`src/rtl/nco_pkg.sv`:
```
// Shared definitions for the multi-waveform NCO.
// Holds the mode encodings, the quadrant ids and the mid-scale helper.
package nco_pkg;

  typedef enum logic [1:0] {
    MODE_SINE   = 2'd0,
    MODE_SQUARE = 2'd1,
    MODE_TRI    = 2'd2,
    MODE_SAW    = 2'd3
  } nco_mode_e;

  localparam logic [1:0] QUAD_0 = 2'd0;
  localparam logic [1:0] QUAD_1 = 2'd1;
  localparam logic [1:0] QUAD_2 = 2'd2;
  localparam logic [1:0] QUAD_3 = 2'd3;

  function automatic int midScale(input int dataW);
    return 1 << (dataW - 1);
  endfunction

endpackage

```
`src/rtl/nco_sine_rom.sv`:
```
// Quarter-wave sine magnitude ROM with a registered read port.
// The table is built at elaboration from an integer Taylor series, so no vendor IP is needed.
module nco_sine_rom #(
  parameter int PHASE_W = 10,
  parameter int DATA_W  = 8
) (
  input  logic               i_clk,
  input  logic               i_rst,
  input  logic [PHASE_W-3:0] i_addr,
  output logic [DATA_W-1:0]  o_mag
);

  localparam int     DEPTH  = 1 << (PHASE_W - 2);
  localparam longint SCALE  = 64'sd1 << 30;
  localparam longint PI_FIX = 64'sd3373259426;

  // Fixed-point sin(pi/2 * k / DEPTH), scaled to full scale and rounded to nearest.
  function automatic int sineMag(input int k);
    longint x;
    longint term;
    longint sum;
    longint fullScale;
    x    = (PI_FIX * longint'(k)) / longint'(2 * DEPTH);
    term = x;
    sum  = x;
    for (int i = 1; i <= 8; i++) begin
      term = (term * x) / SCALE;
      term = (term * x) / SCALE;
      term = -term / longint'((2 * i) * (2 * i + 1));
      sum  = sum + term;
    end
    fullScale = (64'sd1 <<< (DATA_W - 1)) - 64'sd1;
    return int'((fullScale * sum + SCALE / 2) / SCALE);
  endfunction

  logic [DATA_W-1:0] w_rom [DEPTH];

  for (genvar k = 0; k < DEPTH; k++) begin : g_rom
    localparam int MAG = sineMag(k);
    assign w_rom[k] = MAG[DATA_W-1:0];
  end

  always_ff @(posedge i_clk or posedge i_rst) begin
    if (i_rst) o_mag <= '0;
    else       o_mag <= w_rom[i_addr];
  end

endmodule

```
`src/rtl/nco_multiwave.sv`:
```
// Multi-waveform NCO: phase accumulator with FCW handshake, phase offset and clear,
// followed by a 3-stage lookup pipeline producing sine, square, triangle or sawtooth.
module nco_multiwave
  import nco_pkg::*;
#(
  parameter int               ACC_W   = 32,
  parameter int               PHASE_W = 10,
  parameter int               DATA_W  = 8,
  parameter logic [ACC_W-1:0] FCW_RST = ACC_W'(655)
) (
  input  logic               sys_clk,
  input  logic               sys_rst,
  input  logic               en,
  input  logic               phase_clr,
  input  logic [ACC_W-1:0]   fcw_in,
  input  logic               fcw_valid,
  output logic               fcw_ready,
  input  logic [PHASE_W-1:0] phase_ofs,
  input  logic [1:0]         mode,
  output logic [DATA_W-1:0]  dout,
  output logic               dout_valid
);

  localparam logic [DATA_W-1:0] MID   = DATA_W'(midScale(DATA_W));
  localparam int                EXT_W = (PHASE_W > DATA_W) ? PHASE_W : DATA_W + 1;

  logic [ACC_W-1:0]   r_acc;
  logic [ACC_W-1:0]   r_fcw;
  logic               r_fcw_ready;
  logic [PHASE_W-1:0] r_p;
  nco_mode_e          r_mode1;
  nco_mode_e          r_mode2;
  logic [1:0]         r_q2;
  logic [DATA_W-1:0]  r_alt2;
  logic [DATA_W-1:0]  r_dout;
  logic [2:0]         r_vld;

  logic               w_accept;
  logic [1:0]         w_q;
  logic [PHASE_W-3:0] w_addr;
  logic [EXT_W-1:0]   w_pext;
  logic [DATA_W:0]    w_tri_raw;
  logic [DATA_W-1:0]  w_tri;
  logic [DATA_W-1:0]  w_saw;
  logic [DATA_W-1:0]  w_sq;
  logic [DATA_W-1:0]  w_alt;
  logic [DATA_W-1:0]  w_m;

  assign w_accept = fcw_valid & r_fcw_ready;

  // A new FCW takes effect one cycle after accept, so the phase stays continuous.
  always_ff @(posedge sys_clk or posedge sys_rst) begin
    if (sys_rst) begin
      r_acc       <= '0;
      r_fcw       <= FCW_RST;
      r_fcw_ready <= 1'b1;
    end else begin
      if (phase_clr)  r_acc <= '0;
      else if (en)    r_acc <= r_acc + r_fcw;
      if (w_accept)   r_fcw <= fcw_in;
      r_fcw_ready <= ~w_accept;
    end
  end

  always_ff @(posedge sys_clk or posedge sys_rst) begin
    if (sys_rst) begin
      r_p     <= '0;
      r_mode1 <= MODE_SINE;
    end else begin
      r_p     <= r_acc[ACC_W-1 -: PHASE_W] + phase_ofs;
      r_mode1 <= nco_mode_e'(mode);
    end
  end

  assign w_q    = r_p[PHASE_W-1 -: 2];
  assign w_addr = (w_q == QUAD_1 || w_q == QUAD_3) ? ~r_p[PHASE_W-3:0] : r_p[PHASE_W-3:0];

  // Phase left-aligned in a field wide enough for the triangle fold; short phases get zero LSBs.
  assign w_pext    = EXT_W'(r_p) << (EXT_W - PHASE_W);
  assign w_tri_raw = (DATA_W + 1)'(w_pext >> (EXT_W - DATA_W - 1));
  assign w_tri     = w_tri_raw[DATA_W] ? ~w_tri_raw[DATA_W-1:0] : w_tri_raw[DATA_W-1:0];
  assign w_saw     = DATA_W'(w_pext >> (EXT_W - DATA_W));
  assign w_sq      = {DATA_W{~r_p[PHASE_W-1]}};

  always_comb begin
    w_alt = w_saw;
    case (r_mode1)
      MODE_SQUARE: w_alt = w_sq;
      MODE_TRI:    w_alt = w_tri;
      default:     w_alt = w_saw;
    endcase
  end

  nco_sine_rom #(
    .PHASE_W (PHASE_W),
    .DATA_W  (DATA_W)
  ) u_rom (
    .i_clk  (sys_clk),
    .i_rst  (sys_rst),
    .i_addr (w_addr),
    .o_mag  (w_m)
  );

  always_ff @(posedge sys_clk or posedge sys_rst) begin
    if (sys_rst) begin
      r_q2    <= QUAD_0;
      r_mode2 <= MODE_SINE;
      r_alt2  <= '0;
    end else begin
      r_q2    <= w_q;
      r_mode2 <= r_mode1;
      r_alt2  <= w_alt;
    end
  end

  // Upper half of the sine wave in quadrants 0/1, lower half in 2/3.
  always_ff @(posedge sys_clk or posedge sys_rst) begin
    if (sys_rst) begin
      r_dout <= MID;
      r_vld  <= '0;
    end else begin
      if (r_mode2 == MODE_SINE) begin
        if (r_q2 == QUAD_0 || r_q2 == QUAD_1) r_dout <= MID + w_m;
        else                                  r_dout <= MID - w_m;
      end else begin
        r_dout <= r_alt2;
      end
      r_vld <= {r_vld[1:0], en};
    end
  end

  assign fcw_ready  = r_fcw_ready;
  assign dout       = r_dout;
  assign dout_valid = r_vld[2];

endmodule

```
`config.mk`:
```
export PLATFORM = sky130hd
export DESIGN_NAME = nco_multiwave
export DESIGN_NICKNAME = d
export VERILOG_FILES = /design/src/rtl/nco_pkg.sv /design/src/rtl/nco_sine_rom.sv /design/src/rtl/nco_multiwave.sv
export SDC_FILE = /design/constraint.sdc
export NUM_CORES = 1
export LEC_CHECK = 0
export BUFFER_PORTS_ARGS = -buffer_cell sky130_fd_sc_hd__buf_4
export CAP_MARGIN = 30
export CORE_MARGIN = 4
export CORE_UTILIZATION = 45
export DETAILED_ROUTE_END_ITERATION = 8
export GPL_ROUTABILITY_DRIVEN = 0
export GPL_TIMING_DRIVEN = 0
export MAX_ROUTING_LAYER = met4
export PLACE_DENSITY = 0.71
export SLEW_MARGIN = 15
export SYNTH_ARGS = -nofsm -noshare
export SYNTH_HDL_FRONTEND = slang
export SYNTH_HIERARCHICAL = 1
export SYNTH_SLANG_ARGS = --single-unit
```
`constraint.sdc`:
```
create_clock -name sys_clk -period 8.6 [get_ports sys_clk]
set_input_delay 1.72 -clock sys_clk [delete_from_list [all_inputs] [get_ports sys_clk]]
set_output_delay 1.72 -clock sys_clk [all_outputs]
set_load 0.01 [all_outputs]
```
# Word level (Yosys, flattened, before mapping)
# Memory sizes are Yosys's and may differ from the RTL's. A register that Yosys moved wholly into a read port is not among the register bits.
# Index checks and enable logic that the tools add are counted.
# W data, S select, Z words.
[word_totals]
reg_bits = 100
romBits = 2048
word_cells = 38
n_memories = 1
[memory_table]
columns = ["name", "words", "width", "read_ports", "rd_clocked_by_memory_dff", "write_ports", "line", "rtl"]
rows = [
  ["(no name shown)", 256, 8, 1, 1, 0, "nco_sine_rom.sv:45", "else o_mag <= w_rom[i_addr];"],
]
[op_classes]
n_addsub = 4
n_eq_ne = 5
muxes = 7
bitwise = 6
reduce_logical = 5
[op_table]
columns = ["op", "n"]
rows = [
  ["$mux W32", 2],
  ["$add A32 B32 Y32", 1],
  ["$mux W8", 4],
  ["$not A8 Y8", 2],
  ["$pmux W8 S2", 1],
  ["$add A10 B10 Y10", 1],
  ["$not A8 Y9", 1],
  ["$add A8 B8 Y8 const A", 1],
  ["$sub A8 B8 Y8 const A", 1],
  ["$eq A2 B1 Y1 const B", 3],
  ["$eq A2 B2 Y1 const B", 2],
  ["$logic_not A2 Y1", 2],
  ["$logic_or A1 B1 Y1", 2],
  ["$not A1 Y1", 2],
  ["$reduce_bool A2 Y1", 1],
  ["$and A1 B1 Y1", 1],
]

# Logic depth before layout (Yosys ltp)
# Gate-level depths: netlist (run 1).
[depth]
depth_word = 4
depth_mapped = 14
mapped_depth_nobuf = 12

# Cells and area by module
# The synthesis (run 1) kept the hierarchy.
[modules_own_cells]
columns = ["module", "instances", "cells_each", "area_each_um2"]
rows = [
  ["nco_multiwave", 1, 603, 6075.8],
  ["nco_sine_rom", 1, 237, 1589.0],
]

# Worst setup path before layout (run 1)
# OpenSTA, ideal clock, no wires.
[synth_path]
kind = "input-to-reg"
from = "in phase_ofs[1]"
to = "reg r_p[9]"
setup_time_ns = 0.086
t_arrival_ns = 3.240
slack_ns = 5.274
stages = 9
n_path_buf = 0
path_cell_list = "ha_1 -> a21o_1 -> a21oi_1 -> o21bai_1 -> a21oi_1 -> o21bai_1 -> a21o_1 -> and4_1 -> nor3_1"
[synth_via]
elab_chain_len = 1
[synth_rtl]
columns = ["element", "line", "rtl"]
rows = [
  ["start, declared", "nco_multiwave.sv:18", "input logic [PHASE_W-1:0] phase_ofs,"],
  ["$add A10 B10 Y10", "nco_multiwave.sv:70", "r_p <= r_acc[ACC_W-1 -: PHASE_W] + phase_ofs;"],
  ["end signal, assigned", "nco_multiwave.sv:70", ""],
  ["end, declared", "nco_multiwave.sv:30", "logic [PHASE_W-1:0] r_p;"],
]
# No other way between the ends.
# A chain may end at the register's enable or synchronous reset.

# Worst setup path after layout (run 1)
[layout_path]
from = "reg r_p[9]"
to = "reg u_rom.o_mag[1]"
[layout_via]
elab_chain_len = 4
word_cells_on_any_way = 5
classes_between = "2 x eq/ne; 1 x mux; 1 x bitwise; 1 x reduce/logical"
[layout_rtl]
columns = ["element", "line", "rtl"]
rows = [
  ["$eq A2 B1 Y1 / $eq A2 B2 Y1 (equally long branches)", "nco_multiwave.sv:76", "assign w_addr = (w_q == QUAD_1 || w_q == QUAD_3) ? ~r_p[PHASE_W-3:0] : r_p[PHASE_W-3:0];"],
  ["$logic_or A1 B1 Y1 *", "nco_multiwave.sv:76", ""],
  ["$mux W8 *", "nco_multiwave.sv:76", ""],
  ["via w_addr[1]", "nco_multiwave.sv:40", "logic [PHASE_W-3:0] w_addr;"],
  ["$not A8 Y9 (not written as such) *", "nco_sine_rom.sv:45", ""],
  ["end, declared", "nco_sine_rom.sv:10", "output logic [DATA_W-1:0] o_mag"],
]
# The timed path passes the listed nets; every way through them passes the cells marked *.

==> results of run 1 <==
metal layers:
| layer | track usage [%] | up-vias | routed length, um |
|---|---|---|---|
| li1 | - | 3203 | - |
| met1 | 25.29 | 3076 | 7850 |
| met2 | 33.66 | 230 | 9201 |
| met3 | 4.075 | 53 | 1184 |
| met4 | 6.292 | 0 | 440 |
| met5 | - | - | 0 |
cell usage after synthesis, types with 3 or more instances:
master	number
a211o_1	4
a211oi_1	12
a21o_1	17
a21oi_1	78
a221o_1	3
a221oi_1	4
a22o_1	5
a22oi_1	5
a311oi_1	5
a31oi_1	8
and2_1	3
and3_1	5
buf_1	6
buf_2	11
buf_4	3
buf_6	3
clkbuf_1	32
dfrtp_1	98
dfstp_2	8
ha_1	53
inv_1	33
mux2_2	41
mux2i_1	21
nand2_1	50
nand2b_1	15
nand3_1	17
nand3b_1	8
nand4_1	11
nor2_1	67
nor2b_1	10
nor3_1	12
nor3b_1	6
o211ai_1	8
o21a_1	9
o21ai_0	40
o21ai_1	5
o21bai_1	9
o221ai_1	3
o22ai_1	11
o311ai_0	3
o31ai_1	7
or2_2	3
or3_1	6
xnor2_1	19
xor2_1	20
per-stage QoR:
step | cells | cell area (um2)
4_1_cts | 1135 | 8738
2_1_floorplan | 840 | 7665
3_3_place_gp | 1118 | 8376
6_report | 1135 | 8738
5_1_grt | 1135 | 8738
3_5_place_dp | 1119 | 8408
registers in the layout, summed over array words and instances (netlist names):
name	flops
r_acc	32
r_fcw	32
r_p	10
dout	8
r_alt2	8
u_rom/o_mag	7
r_vld	3
r_mode1	2
r_mode2	2
fcw_ready	1
r_q2	1
cell type report:
cell class	instances	area [um2]	share of cell area (%)
Buffer	56	274.0	3.136
Clock buffer	12	256.5	2.935
Clock inverter	4	73.82	0.8448
Inverter	35	137.6	1.575
Multi-Input combinational cell	643	4596	52.59
Sequential cell	106	2663	30.47
Tap cell	220	275.3	3.150
Timing Repair Buffer	59	462.9	5.298
power groups by stage:
| stage | combinational (mW) | sequential (mW) | clock, mW |
|---|---|---|---|
| 2_1_floorplan | 1.81 | 0.732 | 0 |
| 3_3_place_gp | 2.35 | 0.747 | 0 |
| 4_1_cts | 2.37 | 0.744 | 0.469 |
| 6_report | 2.43 | 0.743 | 0.453 |
| 5_1_grt | 2.68 | 0.762 | 0.486 |
| 3_5_place_dp | 2.36 | 0.753 | 0 |
logic make-up after synthesis:
kind of cell,synth area share [%]
buffers and inverters,5.305
adder cells (fa/ha/maj),9.174
flip-flops,34.74
multiplexers,9.207
other,0.04892
AND/OR/NAND/NOR,14.64
XOR/XNOR,4.456
AO/OA/AOI/OAI,22.43
final timing paths:
kind	start	to	slack, ns	cells past startpoint
max	r_p[9]$_DFF_PP0_	u_rom/o_mag[1]$_DFF_PP0_	4.83	14
min	r_vld[0]$_DFF_PP0_	r_vld[1]$_DFF_PP0_	0.35	0
max reg2reg	r_p[9]$_DFF_PP0_	u_rom/o_mag[1]$_DFF_PP0_	4.83	14
min reg2reg	r_vld[0]$_DFF_PP0_	r_vld[1]$_DFF_PP0_	0.35	0
max in group asynchronous	sys_rst	fcw_ready$_DFF_PP1_	6.56	3
min in group asynchronous	sys_rst	u_rom/o_mag[6]$_DFF_PP0_	1.31	2
==> results.ini, run 1 <==
[placement]
dp_slack_ns = 4.867
dpl.hpwl_um = 14180
port_buffers = 58

[grt]
grt_use_total_pct = 20.36
first_global_vias = 6585
antenna_found_initial = 0
grt_pass1_wl_um = 31800
grt_max_degree = 57
overflow = 0

[layout]
nFillCells = 1539
drive_gt1_share_pct = 17.70
diodes = 0
nets = 1014
final_cell_mix = dfrtp_1 (98), a21oi_1 (78), nor2_1 (67), buf_4 (61), ha_1 (53)
area_growth_pct = 14.01
fin_util_pct = 52.51
layout_commonest_cell = dfrtp_1

[worst_setup_path]
crit_type = reg -> reg
crit_slowest_cell = ha_1
slowest_delay_ns = 0.42
cp-start-kind = flip-flop
path_buf_inv = 4
path_common_cell = a21oi_1
end_kind = flip-flop
crit_required_ns = 8.83
cp_top_family = buffers and inverters
cp_cell_sequence = clkbuf_1 -> inv_1 -> ha_1 -> nor2_1 -> xnor2_1 -> buf_2 -> inv_1 -> ha_1 -> nand2b_1 -> a21oi_1 -> a311oi_1 -> a21oi_1 -> a21oi_1 -> o41ai_1
crit_fanout = 10
worstPathArrival_ns = 4.00

[clock_network]
ctsHoldBuffers = 0
cts_root_buffer = clkbuf_16
clk_latency_ns = 0.35
cts_setup_buffers = 0
cts_made_buffers = 9
ctsResizeCount = 0
cts.sinks = 106
ctsLongestPathBuffers = 2
htreeDepth = 3
clkTransAtPathRegs_ns = 0.07
cts_tree = yes

[sta]
worst_pin_slew_ns = 0.8436
fin_crit_ns = 3.768
fin_crit_sh_pct = 43.82
rsz0062_at_grt = false
fin_ws_ns = 4.832
setup_tns_ns = 0
report.final.hold_viol_count = 0
finalSetupViolCount = 0
drv_slew = 0
holdWs_ns = 0.3519
fmax_ghz = 0.2654
relSlewSlack_pct = 43.36
finClkSkew_ns = 0.007807

[die]
die_y_um = 138.5
die_x_um = 138.5
start_util_pct = 46.06
fp.coreArea_um2 = 16640
dieArea_um2 = 19190
row_count = 47
pin_count = 59

[pwr]
p_sw_mw = 1.765
swShare_pct = 48.63
p_total_mw = 3.629
peakVddDrop_mv = 0.2139
p_per_area_nw_per_um2 = 415.3
clockPowerShare_pct = 12.5
p_int_mw = 1.864
seq_power_share_pct = 20.5
p_leak_nw = 3.945
comb_power_share_pct = 67.0

[yosys]
ys_ff_latch = 106
yosysTopAreaCellShare_pct = 31.99
syn-instance-count = 840
synth_warnings = 6
synth_seq_area_share_pct = 34.74
ys.flop_type = dfrtp_1
synth_area_per_cell_um2 = 9.125
synth.cell_area_um2 = 7665
synthDistinctLibCells = 82
syn_nets = 944
async_reset_ff_share_pct = 100.0
synth_area_leaders = dfrtp_1 (32%), ha_1 (8.7%), mux2_2 (6.0%)
synth_top_cell_by_area = dfrtp_1
synth_edf_count = 0

[drt]
via_per_inst = 5.781
num_vias = 6562
drt_iter0_markers = 708
routed_wl_um = 18680
drc = 0
dr.pass1.iters = 5
ant_nets = 0
wl_per_cell_um = 16.46

[job]
maxCapViolCount = 0

[run_status]
status = finished, final reports clean

[hold_path]
min_path_type = reg -> reg

Note: power is estimated with default switching activity, not from simulation.
==> inputs of run 2 (changes only) <==
- ABC_AREA: default -> 1
- PLACE_DENSITY: 0.71 -> 0.73
- clock period: 8.6 -> 3.2 ns (I/O delays scaled with it)
==> run 2 against run 1 <==
- combinational power rose to 2.6 times the previous value
- worst setup slack got worse by 4.6 ns
- register-to-register slack got worse by 4.6 ns
- sequential power increased to 2.6 times the previous value
- power grew to 2.5 times the previous value
- routed wire length rose by 6.7%
- sequential cell count unchanged
- clock power up 150%
==> results.ini, run 2 <==
[pwr]
swShare_pct = 52.66  ; +4.0 points
p_per_area_nw_per_um2 = 1005  ; +140%
comb_power_share_pct = 67.1  ; about the same
p_leak_nw = 5.120  ; +30%
peakVddDrop_mv = 0.5945  ; +180%
seq_power_share_pct = 20.8  ; +0.3 points
p_int_mw = 4.380  ; +130%
clockPowerShare_pct = 12.1  ; -0.4 points
p_sw_mw = 4.873  ; +180%

[grt]
grt_use_total_pct = 20.69  ; +0.33 points
overflow = 0  ; unchanged
grt_max_degree = 35  ; -39%
antenna_found_initial = 0  ; unchanged
first_global_vias = 7165  ; +8.8%
grt_pass1_wl_um = 33380  ; +5.0%

[die]
die_x_um = 141.7  ; +2.3%
start_util_pct = 46.19  ; +0.14 points
fp.coreArea_um2 = 17420  ; +4.7%
pin_count = 59  ; unchanged
row_count = 48  ; +2.1%
dieArea_um2 = 20080  ; +4.7%
die_y_um = 141.7  ; +2.3%

[worst_setup_path]
end_kind = flip-flop
crit_type = reg -> reg
crit_slowest_cell = ha_1
crit_required_ns = 3.50  ; -5.33 ns
worstPathArrival_ns = 3.27  ; -0.73 ns
cp-start-kind = flip-flop
crit_fanout = 10  ; unchanged
cp_cell_sequence = buf_2 -> inv_2 -> ha_1 -> nor2_4 -> xor2_4 -> inv_1 -> ha_1 -> nand2_2 -> nand2_1 -> nand2_1 -> nand2_1 -> nor2_1 -> nor2_1 -> nand2_1 -> nand2_1 -> nand2_1 -> nand2_1
slowest_delay_ns = 0.41  ; about the same
path_common_cell = nand2_1

[yosys]
synth_compound_area_share_pct = 7.356  ; -15 points
async_reset_ff_share_pct = 100.0  ; unchanged
synth_area_leaders = dfrtp_1 (30%), nand2_1 (20%), ha_1 (8.2%)
syn-instance-count = 1181  ; +41%
synth.cell_area_um2 = 8045  ; +5.0%
synth_edf_count = 0  ; unchanged
syn_nets = 1285  ; +36%
yosysMostFrequentCell = nand2_1
ys_ff_latch = 106  ; unchanged
synthMuxAreaShare_pct = 4.339  ; -4.9 points
yosys-top-cells-count = nand2_1 (432), inv_1 (161), dfrtp_1 (98), nand3_1 (97), nor2_1 (92)
synth-adder-area-share_pct = 8.740  ; -0.43 points
synth_top_cell_by_area = dfrtp_1
synthDistinctLibCells = 43  ; -48%
yosysTopAreaCellShare_pct = 30.48  ; -1.5 points
synth_area_per_cell_um2 = 6.812  ; -25%
synth_warnings = 6  ; unchanged
ys.flop_type = dfrtp_1
yosys.area_share.simple_pct = 34.32  ; +20 points
synth-xor-area-share_pct = 2.613  ; -1.8 points
synth_seq_area_share_pct = 33.09  ; -1.6 points
synth_top_family_by_area = simple AND/OR/NAND/NOR gates

[layout]
fin_cells = 1487  ; +31%
final_cell_mix = nand2_1 (431), inv_1 (160), dfrtp_1 (98), nand3_1 (97), nor2_1 (91)
nFillCells = 1734  ; +13%
layout_commonest_cell = nand2_1
drive_gt1_share_pct = 14.10  ; -3.6 points
fin_util_pct = 52.87  ; +0.36 points
area_growth_pct = 14.45
final_area_um2 = 9208  ; +5.4%
reg_top3 = r_acc: 32 flops, r_fcw: 32 flops, r_p: 10 flops
nets = 1361  ; +34%
diodes = 0  ; unchanged

[placement]
port_buffers = 58  ; unchanged
dpl.hpwl_um = 15490  ; +9.3%
dp.cells = 1467  ; +31%
place_area_um2 = 8833  ; +5.1%

[drt]
wl_per_cell_um = 13.40  ; -19%
num_vias = 7562  ; +15%
dr.pass1.iters = 6  ; +1
via_per_inst = 5.085  ; -12%
drt_iter0_markers = 739  ; +4.4%
ant_nets = 0  ; unchanged
drc = 0  ; unchanged
routed_wl_um = 19930  ; +6.7%

[sta]
fin_crit_sh_pct = 92.79  ; +49 points
rsz0062_at_grt = false
setup_tns_ns = 0  ; unchanged
fmax_ghz = 0.3368  ; +27%
finClkSkew_ns = 0.01364  ; +0.005835 ns
worst_pin_slew_ns = 0.6075  ; -0.2361 ns
finalSetupViolCount = 0  ; unchanged
holdWs_ns = 0.2214  ; -0.1305 ns
report.final.hold_viol_count = 0  ; unchanged
drv_slew = 0  ; unchanged
fin_crit_ns = 2.969  ; -0.7991 ns
relSlewSlack_pct = 59.50  ; +16 points

[clock_network]
clk_latency_ns = 0.36  ; about the same
cts.sinks = 106  ; unchanged
ctsLongestPathBuffers = 2  ; unchanged
cts_tree = yes
htreeDepth = 3  ; unchanged
cts_made_buffers = 9  ; unchanged
cts_root_buffer = clkbuf_16
clkTransAtPathRegs_ns = 0.08  ; about the same
ctsHoldBuffers = 0  ; unchanged

[run_status]
status = finished, final reports clean

[hold_path]
min_path_type = in -> async

[job]
maxCapViolCount = 0  ; unchanged

## run 2: cell types whose count changed in the layout (fill, tap and decap cells not counted), moves of 21 or more
cell	delta
a21oi_1	-24
clkbuf_1	-26
inv_1	+128
mux2i_1	-21
nand2_1	+381
nand3_1	+80
nor2_1	+24
## run 2: cell families after synthesis
family	after synthesis
muxes	31
buffers and inverters	193
and+or+nand+nor	665
adders and majority gates	55
AOI/OAI and AO/OA	106
xor gates and xnor gates	24
DFF	106
other	1
## run 2: power groups by stage
stage	Clock, mW	Sequential (mW)	Combinational, mW
finish	1.12	1.92	6.21
global route	1.20	1.97	6.91
CTS	1.14	1.92	5.92
detailed placement	0	1.95	5.83
global placement	0	1.94	5.80
floorplan	0	1.91	4.48
## run 2: worst max-delay path, delay by kind of cell, from the launching register on
kind | cells | cell delay, ns
flops | 1 | 0.40
buf+inv | 3 | 0.49
simple gates | 11 | 1.07
xor+xnor | 1 | 0.30
fa+ha+maj | 2 | 0.64
## run 2: routing by layer
| layer | share of wire (%) | vias to the layer above | track usage, % | wire length, um |
|---|---|---|---|---|
| li1 | - | 3863 | - | - |
| met3 | 6.7 | 45 | 3.438 | 1332 |
| met5 | 0 | - | - | 0 |
| met4 | 2.3 | 0 | 5.404 | 466 |
| met1 | 42 | 3384 | 25.02 | 8352 |
| met2 | 49 | 270 | 35.95 | 9777 |
## run 2: path summary, 6_finish.rpt
kind	startpoint	end	slack, ns	depth (start not counted)
max	r_p[9]$_DFF_PP0_	u_rom/o_mag[0]$_DFF_PP0_	0.23	17
min	sys_rst	u_rom/o_mag[0]$_DFF_PP0_	0.22	2
max reg2reg	r_p[9]$_DFF_PP0_	u_rom/o_mag[0]$_DFF_PP0_	0.23	17
min reg2reg	r_vld[1]$_DFF_PP0_	r_vld[2]$_DFF_PP0_	0.35	0
max in group asynchronous	sys_rst	r_acc[9]$_DFFE_PP0P_	2.00	5
min in group sys_clk	r_vld[1]$_DFF_PP0_	r_vld[2]$_DFF_PP0_	0.35	0
## run 2: layout make-up
type	instances	area, um2	area share, %
plain buffers	26	136.4	1.481
repair buffers	65	533.0	5.789
clock buffers	9	225.2	2.446
well taps	225	281.5	3.057
flip-flops and latches	106	2663	28.92
clock inverters	7	71.32	0.7746
multi-input cells	882	4667	50.69
inverters	167	630.6	6.849
## run 2: what timing repair did
action | in CTS | in global routing
endpoints found under the setup margin | 5 | 5
resized for setup | 3 | 4
setup buffers | 0 | 4
cloned | 0 | 0
pin swaps | 0 | 1
## run 2: per-stage QoR
stage | setup WS [ns] | total power, mW
after floorplan | 0.5360 | 6.387
after global placement | -0.2410 | 7.736
after detailed placement | -0.2499 | 7.775
after CTS | 0.009678 | 8.989
after global routing | 0.01216 | 10.07
final | 0.2306 | 9.253
==> inputs of run 3 (changes only) <==
- ABC_AREA: 1 -> 0
- PLACE_DENSITY: 0.73 -> 0.71
- clock period: 3.2 -> 3.8 ns (I/O delays scaled with it)
==> run 3 against run 2 <==
- worst setup slack improved by 0.039 ns
- register-to-register slack improved by 0.04 ns
- die area fell by 4.5%
- hold slack improved by 0.13 ns
- first-iteration DRC count fell by 8.0%
- clock power fell by 8%
- routed wire length fell by 6.4%
- clock skew fell by 0.0074 ns
- critical path depth fell by 4
- combinational power fell by 12%
- core utilization fell by 0.37 points
- critical path type unchanged
- largest power group unchanged
==> results.ini, run 3 (synthesis gave the netlist of run 1 again) <==
[die]
pin_count = 59  ; unchanged
dieArea_um2 = 19190  ; -4.5%
row_count = 47  ; -2.1%
die_y_um = 138.5  ; -2.3%
start_util_pct = 46.06  ; -0.14 points
die_x_um = 138.5  ; -2.3%
fp.coreArea_um2 = 16640  ; -4.4%

[clock_network]
cts_setup_buffers = 0  ; unchanged
clkTransAtPathRegs_ns = 0.07  ; about the same
ctsLongestPathBuffers = 2  ; unchanged
cts_tree = yes
clk_latency_ns = 0.35  ; about the same
cts_made_buffers = 9  ; unchanged
htreeDepth = 3  ; unchanged
cts.sinks = 106  ; unchanged
cts_root_buffer = clkbuf_16

[grt]
grt_pass1_wl_um = 31800  ; -4.7%
antenna_found_initial = 0  ; unchanged
grt_use_total_pct = 20.36  ; -0.33 points
overflow = 0  ; unchanged
grt_max_degree = 57  ; +63%
first_global_vias = 6585  ; -8.1%

[layout]
reg_top3 = r_acc: 32 flops, r_fcw: 32 flops, r_p: 10 flops
drive_gt1_share_pct = 17.83  ; +3.7 points
nFillCells = 1539  ; -11%
area_growth_pct = 13.97
nets = 1013  ; -26%
layout_commonest_cell = dfrtp_1
seqCellArea_um2 = 2664  ; about the same
multiInputGateArea_um2 = 4596  ; -1.5%
fin_cells = 1134  ; -24%
final_cell_mix = dfrtp_1 (97), a21oi_1 (78), nor2_1 (67), buf_4 (61), ha_1 (53)
diodes = 0  ; unchanged

[worst_setup_path]
crit_slowest_cell = xnor2_1
crit_type = reg -> reg
timing.critical_path.to = u_rom/o_mag[1]$_DFF_PP0_
worstPathArrival_ns = 3.76  ; +0.49 ns
cp-startpoint = r_p[9]$_DFF_PP0_
slowest_delay_ns = 0.49  ; +0.08 ns
crit_fanout = 12  ; +2
rr_endpoint = u_rom/o_mag[1]$_DFF_PP0_
crit_required_ns = 4.03  ; +0.53 ns
cp_cell_sequence = inv_1 -> ha_1 -> nor2_1 -> xnor2_1 -> buf_2 -> inv_1 -> ha_1 -> nand2b_1 -> a21oi_1 -> a311oi_1 -> a21oi_1 -> a21oi_1 -> o41ai_1
rrSetupSlack_ns = 0.27  ; +0.04 ns
rr_startpoint = r_p[9]$_DFF_PP0_
path_common_cell = a21oi_1
r2r_cells = 13  ; -4
cp-start-kind = flip-flop
end_kind = flip-flop

[sta]
fin_crit_sh_pct = 92.91  ; +0.11 points
rsz0062_at_grt = false
worst_pin_slew_ns = 0.8464  ; +0.2389 ns
setup_tns_ns = 0  ; unchanged
drv_slew = 0  ; unchanged
relSlewSlack_pct = 43.17  ; -16 points
fmax_ghz = 0.2833  ; -16%
fin_ws_ns = 0.2696  ; +0.03896 ns
finClkSkew_ns = 0.006245  ; -0.007397 ns
finalSetupViolCount = 0  ; unchanged
fin_crit_ns = 3.530  ; +0.5610 ns
report.final.hold_viol_count = 0  ; unchanged

[placement]
dp_slack_ns = 0.06706  ; +0.3169 ns
dpl.hpwl_um = 14180  ; -8.5%
port_buffers = 58  ; unchanged
dp.cells = 1119  ; -24%

[pwr]
p_leak_nw = 3.942  ; -23%
peakVddDrop_mv = 0.4851  ; -18%
p_per_area_nw_per_um2 = 939.6  ; -6.5%
p_total_mw = 8.208  ; -11%

[drt]
wl_per_cell_um = 16.45  ; +23%
drt_iter0_markers = 680  ; -8.0%
drc = 0  ; unchanged
via_per_inst = 5.838  ; +15%
routed_wl_um = 18650  ; -6.4%
dr.pass1.iters = 6  ; unchanged
num_vias = 6620  ; -12%
ant_nets = 0  ; unchanged

[job]
maxCapViolCount = 0  ; unchanged

[hold_path]
min_path_type = in -> async

[run_status]
status = finished, final reports clean

run 3: layout make-up:
cell class                 count  area share (%)
multi-input combinational    643           52.61
sequential                   106           30.49
clock buffer                  12           2.936
timing repair buffer          59           5.299
clock inverter                 4          0.8450
tap                          220           3.151
buffer                        55           3.094
inverter                      35           1.575
run 3: worst max-delay path, delay by kind of cell (launching register included):
family	cells	cell delay [ns]
DFF	1	0.48
adders and majority gates	2	0.56
xor gates and xnor gates	1	0.49
AOI/OAI and AO/OA	5	0.90
buffers and inverters	3	0.68
and+or+nand+nor	2	0.30
run 3: power by group:
part / total (mW) / switching, mW / internal (mW)
clock network: 1.03 / 0.412 / 0.615
logic: 5.49 / 3.35 / 2.13
registers: 1.69 / 0.225 / 1.47
run 3: worst min-delay path by stage:
stage	end	slack (ns)	cells after the start
after floorplan	r_vld[1]$_DFF_PP0_	0.33	0
after global placement	r_vld[1]$_DFF_PP0_	0.33	0
after detailed placement	r_vld[1]$_DFF_PP0_	0.34	0
after CTS	u_rom/o_mag[6]$_DFF_PP0_	0.35	2
after global routing	r_vld[2]$_DFF_PP0_	0.37	0
final	u_rom/o_mag[6]$_DFF_PP0_	0.35	2
run 3: per-stage QoR:
stage                     area, um2  util [%]  hold WS (ns)
after floorplan                7665         -        0.3312
after global placement         8376     50.33        0.3347
after detailed placement       8408     50.52        0.3379
after CTS                      8738     52.51        0.3470
after global routing           8736     52.49        0.3677
final                          8736     52.49        0.3519
run 3: routing by layer:
layer  GRT usage [%]  wire [um]  part of all wire (%)  vias to the layer above
met3           4.075       1210                   6.5                       53
li1                -          -                     -                     3204
met1           25.29       7842                    42                     3096
met2           33.66       9178                    49                      267
met4           6.292        422                   2.3                        0
met5               -          0                     0                        -
run 3: repair_timing:
item	in CTS	in global routing
resized for setup	0	1
hold buffers	0	0
endpoints found under the setup margin	0	3
